File: config.mk
export PLATFORM = sky130hd
export DESIGN_NAME = uart_tx_queue_flat
export DESIGN_NICKNAME = d
export VERILOG_FILES = /design/src/rtl/uart_tx_queue_if.sv /design/src/rtl/uart_tx_queue.sv /design/src/flat_wrapper.sv
export SDC_FILE = /design/constraint.sdc
export NUM_CORES = 1
export LEC_CHECK = 0
export CAP_MARGIN = 20
export CORE_UTILIZATION = 60
export CTS_CLUSTER_SIZE = 12
export DETAILED_ROUTE_END_ITERATION = 8
export PLACE_DENSITY = 0.76
export RECOVER_POWER = 100
export REMOVE_ABC_BUFFERS = 1
export SYNTH_ARGS = -nofsm -noshare
export SYNTH_HDL_FRONTEND = slang
export SYNTH_SLANG_ARGS = --single-unit
File: constraint.sdc
create_clock -name clock -period 5.1 [get_ports clock]
set_input_delay 1.02 -clock clock [delete_from_list [all_inputs] [get_ports clock]]
set_output_delay 1.02 -clock clock [all_outputs]
set_load 0.005 [all_outputs]
File: src/rtl/uart_tx_queue_if.sv
// Host write port, queue control/status and the show-ahead byte port toward uart_tx.
// master = host/transmitter side, slave = the queue itself.
interface uart_tx_queue_if #(
    parameter int unsigned DEPTH = 16
);
    logic                     wr_valid_i;
    logic [7:0]               wr_data_i;
    logic                     wr_ready_o;
    logic                     flush_i;
    logic                     clr_ovf_i;
    logic                     tx_o;
    logic [7:0]               tx_byte_o;
    logic                     tx_dequeue_i;
    logic [$clog2(DEPTH):0]   count_o;
    logic                     irq_low_o;
    logic                     overflow_o;

    modport master (
        output wr_valid_i, wr_data_i, flush_i, clr_ovf_i, tx_dequeue_i,
        input  wr_ready_o, tx_o, tx_byte_o, count_o, irq_low_o, overflow_o
    );

    modport slave (
        input  wr_valid_i, wr_data_i, flush_i, clr_ovf_i, tx_dequeue_i,
        output wr_ready_o, tx_o, tx_byte_o, count_o, irq_low_o, overflow_o
    );
endinterface

File: src/rtl/uart_tx_queue.sv
// Show-ahead byte FIFO feeding uart_tx: host valid/ready writes in, head byte out,
// popped by the transmitter's dequeue pulse. Reports occupancy, low watermark and overflow.
module uart_tx_queue #(
    parameter int unsigned DEPTH  = 16,
    parameter int unsigned LOW_WM = 4
) (
    input  logic           clock,
    input  logic           reset,
    uart_tx_queue_if.slave q
);
    localparam int unsigned AW = $clog2(DEPTH);
    localparam int unsigned CW = AW + 1;

    logic [7:0]    mem [DEPTH];
    logic [AW-1:0] rptr;
    logic [AW-1:0] wptr;
    logic [CW-1:0] count;
    logic [CW-1:0] count_next;
    logic          overflow;
    logic          irq_low;

    logic empty;
    logic full;
    logic push;
    logic pop;

    always_comb begin
        empty = (count == '0);
        full  = (count == CW'(DEPTH));
        push  = q.wr_valid_i && !full && !q.flush_i;
        pop   = q.tx_dequeue_i && !empty && !q.flush_i;
    end

    always_comb begin
        count_next = count;
        if (q.flush_i) begin
            count_next = '0;
        end else if (push && !pop) begin
            count_next = count + CW'(1);
        end else if (pop && !push) begin
            count_next = count - CW'(1);
        end
    end

    always_ff @(posedge clock) begin
        if (reset) begin
            rptr     <= '0;
            wptr     <= '0;
            count    <= '0;
            overflow <= 1'b0;
            irq_low  <= 1'b1;
        end else begin
            if (q.flush_i) begin
                rptr <= '0;
                wptr <= '0;
            end else begin
                if (push) begin
                    wptr <= wptr + AW'(1);
                end
                if (pop) begin
                    rptr <= rptr + AW'(1);
                end
            end
            count   <= count_next;
            irq_low <= (count_next <= CW'(LOW_WM));
            // Set has priority over clear so a rejected write is never lost.
            if (q.wr_valid_i && full && !q.flush_i) begin
                overflow <= 1'b1;
            end else if (q.clr_ovf_i) begin
                overflow <= 1'b0;
            end
        end
    end

    // Storage is deliberately left out of reset.
    always_ff @(posedge clock) begin
        if (push) begin
            mem[wptr] <= q.wr_data_i;
        end
    end

    always_comb begin
        q.wr_ready_o = !full && !q.flush_i;
        q.tx_o       = !empty;
        q.tx_byte_o  = mem[rptr];
        q.count_o    = count;
        q.irq_low_o  = irq_low;
        q.overflow_o = overflow;
    end
endmodule

File: src/flat_wrapper.sv
// flat-port wrapper written by rule: the top's interface ports become plain ports
module uart_tx_queue_flat 
#(
    parameter int unsigned DEPTH  = 16,
    parameter int unsigned LOW_WM = 4
)
  (clock, reset, q_wr_valid_i, q_wr_data_i, q_flush_i, q_clr_ovf_i, q_tx_dequeue_i, q_wr_ready_o, q_tx_o, q_tx_byte_o, q_count_o, q_irq_low_o, q_overflow_o);
  uart_tx_queue_if #(.DEPTH(DEPTH)) q_i ();
  input  logic clock;
  input  logic reset;
  input wire logic [$bits(q_i.wr_valid_i)-1:0] q_wr_valid_i;
  input wire logic [$bits(q_i.wr_data_i)-1:0] q_wr_data_i;
  input wire logic [$bits(q_i.flush_i)-1:0] q_flush_i;
  input wire logic [$bits(q_i.clr_ovf_i)-1:0] q_clr_ovf_i;
  input wire logic [$bits(q_i.tx_dequeue_i)-1:0] q_tx_dequeue_i;
  output wire logic [$bits(q_i.wr_ready_o)-1:0] q_wr_ready_o;
  output wire logic [$bits(q_i.tx_o)-1:0] q_tx_o;
  output wire logic [$bits(q_i.tx_byte_o)-1:0] q_tx_byte_o;
  output wire logic [$bits(q_i.count_o)-1:0] q_count_o;
  output wire logic [$bits(q_i.irq_low_o)-1:0] q_irq_low_o;
  output wire logic [$bits(q_i.overflow_o)-1:0] q_overflow_o;
  assign q_i.wr_valid_i = q_wr_valid_i;
  assign q_i.wr_data_i = q_wr_data_i;
  assign q_i.flush_i = q_flush_i;
  assign q_i.clr_ovf_i = q_clr_ovf_i;
  assign q_i.tx_dequeue_i = q_tx_dequeue_i;
  assign q_wr_ready_o = q_i.wr_ready_o;
  assign q_tx_o = q_i.tx_o;
  assign q_tx_byte_o = q_i.tx_byte_o;
  assign q_count_o = q_i.count_o;
  assign q_irq_low_o = q_i.irq_low_o;
  assign q_overflow_o = q_i.overflow_o;
  uart_tx_queue #(.DEPTH(DEPTH), .LOW_WM(LOW_WM)) u_core (.clock(clock), .reset(reset), .q(q_i));
endmodule
==> reports/qor.csv <==
stage,metric,value,unit
worst_setup_path,WS Path Type,flip-flop to output pin,
die,DIE AREA,0.0102,mm2
worst_setup_path,"most used cell, CP",mux4_2,
synth,Post-synth EDFFs,128,
routing,via/cell ratio,6.12,
global_route,grt ovf,0,
cts,post-CTS sizing,0,
synth,"Seq/Total Area, Yosys",71.5,%
synth,post-synthesis mux area share,15.6,%
routing,remaining antenna violation count,0,
timing,fin. max-slew vios,0,
power_and_ir_drop,PwrDens,382,mW/mm2
cts,cts bufs inserted,17,
global_route,Tot GR Track Use,25.4,%
worst_setup_path,crit start category,flip-flop,
synth,Cell variety after synth,39,
synth,Synth Area per Inst,19.4,um2
timing,relative slew slack,37.3,%
global_route,largest net degree at the start of global routing,33,
timing,Clock Skew,7.02,ps
synth,main combinational cell family by area after synthesis,multiplexers,
synth,Main synth FF type,edfxtp_1,
worst_hold_path,Hold WC Path Type,flip-flop to flip-flop,
power_and_ir_drop,leakage power figure,2.19,nW
die,Die Ht,101,um
power_and_ir_drop,combinational share of power,3.6,%
timing,Final Hold Fails,0,
power_and_ir_drop,Internal Power,2.07,mW
cells_and_area,cell area after layout,0.00689,mm2
global_route,number of global-route vias before repair,3093,
worst_setup_path,path depth of the worst reg2reg path,8,
outcome,run status,finished clean,
synth,compound-gate portion of the synthesized area,2.42,%
power_and_ir_drop,Sw Share,21.5,%
die,Row Count,35,
power_and_ir_drop,sequential share of power,50.1,%
routing,Via Count,2973,
routing,DRT Pass-1 Iters,4,
worst_setup_path,"slowest stage delay, CP",740,ps
synth,#FFs+latches synth,147,
cts,Sink Count,147,
worst_setup_path,WP data arrival,3310,ps
timing,Final Critical Period,4330,ps
routing,DRC,0,
cells_and_area,Fill cells,576,
cts,maximum clock path buffer count,2,
synth,post-synthesis adder-cell area fraction,1.48,%
die,io pins,31,
cts,setup bufs post-CTS,0,
timing,Worst-Margin Slew,928,ps
die,core area,0.00937,mm2
power_and_ir_drop,peak supply drop,0.292,mV
timing,setup TNS,0,ps
power_and_ir_drop,Clock power frac,46.4,%
worst_hold_path,hold path depth,2,
cts,H-tree Lvls,4,
synth,async set-reset flop share out of synthesis,0,%
worst_setup_path,critical path required time,4080,ps
timing,RSZ-0062 raised after global routing,false,
timing,WHS,510,ps
cells_and_area,# nets final,365,
routing,Initial DRC Count,218,
worst_setup_path,CP Cell Sequence,"clkbuf_2, mux4_2, mux4_2, clkdlybuf4s50_1",
power_and_ir_drop,switching power,0.567,mW
synth,Simple-Gate Fraction of Synth Area,6.55,%
routing,Total Wirelength,11500,um
cts,clock tree from TritonCTS,done,
global_route,first-pass GRT wire length,17600,um
timing,number of setup violations in the final report,0,
worst_setup_path,Critical-path top delay cell,dfxtp_1,
worst_setup_path,Critical Path End Type,output pin,
place,port bufs,30,
cells_and_area,area grow syn2layout,16.7,%
timing,crit share post-route,84.8,%
routing,routed wire length per instance,23.7,um
synth,Gate Count Post-Synth,304,
die,Starting Density,63.0,%
place,dpl cell area,0.00634,mm2
cts,root buffer cell,clkbuf_8,
cells_and_area,antenna cell count,0,
global_route,initial antenna violation count,0,
worst_setup_path,CP max FO,12,
die,Horiz. Die Dim,101,um
cells_and_area,share of cells above drive strength 1,22.4,%
synth,number of synthesis warnings,0,
cts,"CTS clk-pin slew, worst paths",60,ps
synth,Synth Area in XOR/XNOR,1.04,%
place,GPL Wtd Cong,0.808,
timing,fmax,231,MHz
cts,"Hold-fix buffers, CTS",0,
synth,Post-Synthesis Cell Area,0.00590,mm2
run,Max-Cap Viols,0,
place,DP HPWL,6960,um
cts,clk_lat worst skew,530,ps
synth_stat cells, types with 2 or more instances:
cell | n | area, um2
mux4_2 | 40 | 901
clkbuf_1 | 2 | 7.51
a21oi_1 | 5 | 25.0
mux2i_1 | 2 | 20.0
dfxtp_1 | 19 | 380
nor3_1 | 5 | 25.0
nor2b_1 | 2 | 12.5
and4_1 | 4 | 35.0
nand4_1 | 4 | 25.0
buf_1 | 5 | 18.8
nor4_1 | 2 | 12.5
ha_1 | 7 | 87.6
xnor2_1 | 3 | 26.3
xor2_1 | 4 | 35.0
nand2_1 | 11 | 41.3
inv_1 | 5 | 18.8
buf_2 | 5 | 25.0
and2_1 | 15 | 93.8
edfxtp_1 | 128 | 3840
a211oi_1 | 3 | 22.5
nor2_1 | 15 | 56.3
kinds of logic after synthesis:
group | Yosys count
multiplexers | 42
XOR/XNOR | 7
buffers and inverters | 19
flip-flops | 147
AND/OR/NAND/NOR | 66
AO/OA/AOI/OAI | 16
adder cells (fa/ha/maj) | 7
per-layer routing:
metal  vias up  global-route usage, %  wire [um]
li1       1314                      -          -
met4         0                   9.81        233
met1      1535                   32.7       4690
met3        17                   6.90        599
met2       107                   41.9       5980
met5         -                      0          0
layout by cell type, fill, tap and decap left out, types with 7 or more instances in the layout:
master | synthesis | routed
and2_0 | 0 | 12
clkbuf_16 | 0 | 16
clkdlybuf4s50_1 | 0 | 11
dfxtp_1 | 19 | 19
dlygate4sd3_1 | 0 | 19
edfxtp_1 | 128 | 128
ha_1 | 7 | 7
mux4_2 | 40 | 40
nand2_1 | 11 | 11
nor2_1 | 15 | 16
critical path, delay by kind of cell, from the launching register on:
kind	cells	cell delay [ps]
buffers and inverters	2	990
flip-flops	1	740
multiplexers	2	1050
metrics by stage:
stage	cells	power, mW	setup WS (ps)	util, %
5_1_grt	486	2.69	500	73.5
6_report	486	2.63	774	73.5
2_1_floorplan	291	1.39	1520	-
4_1_cts	486	2.65	1090	73.9
3_5_place_dp	454	1.44	1660	67.6
3_3_place_gp	454	1.44	1690	67.6
power groups by stage:
stage | sequential, mW | combinational (mW) | clock [mW]
2_1_floorplan | 1.35 | 0.0481 | 0
3_3_place_gp | 1.34 | 0.0957 | 0
3_5_place_dp | 1.34 | 0.0983 | 0
4_1_cts | 1.32 | 0.0991 | 1.23
5_1_grt | 1.32 | 0.102 | 1.27
6_report | 1.32 | 0.0937 | 1.22
final timing paths:
path / start / endpoint / slack, ps
max: flip-flop / q_tx_byte_o[4] / 770
min: u_core.rptr[1] / u_core.rptr[1] / 510
max reg2reg: u_core.q.count_o[0] / u_core.mem[5][4] / 1920
min reg2reg: u_core.rptr[1] / u_core.rptr[1] / 510
sequential cells by signal (all words and copies together), names as in the netlist, named ones only:
name                 flops
u_core.mem             128
u_core.q.count_o         5
u_core.q.irq_low_o       1
u_core.q.overflow_o      1
u_core.rptr              4
u_core.wptr              4
layout make-up:
| type | count | area (um2) | area share [%] |
|---|---|---|---|
| Clock inverter | 15 | 171 | 2.49 |
| Multi-Input combinational cell | 138 | 1580 | 22.9 |
| Tap cell | 129 | 161 | 2.34 |
| Timing Repair Buffer | 34 | 322 | 4.67 |
| Inverter | 6 | 22.5 | 0.327 |
| Sequential cell | 147 | 4220 | 61.3 |
| Clock buffer | 17 | 414 | 6.01 |
Power figures use the tool's default switching activity.
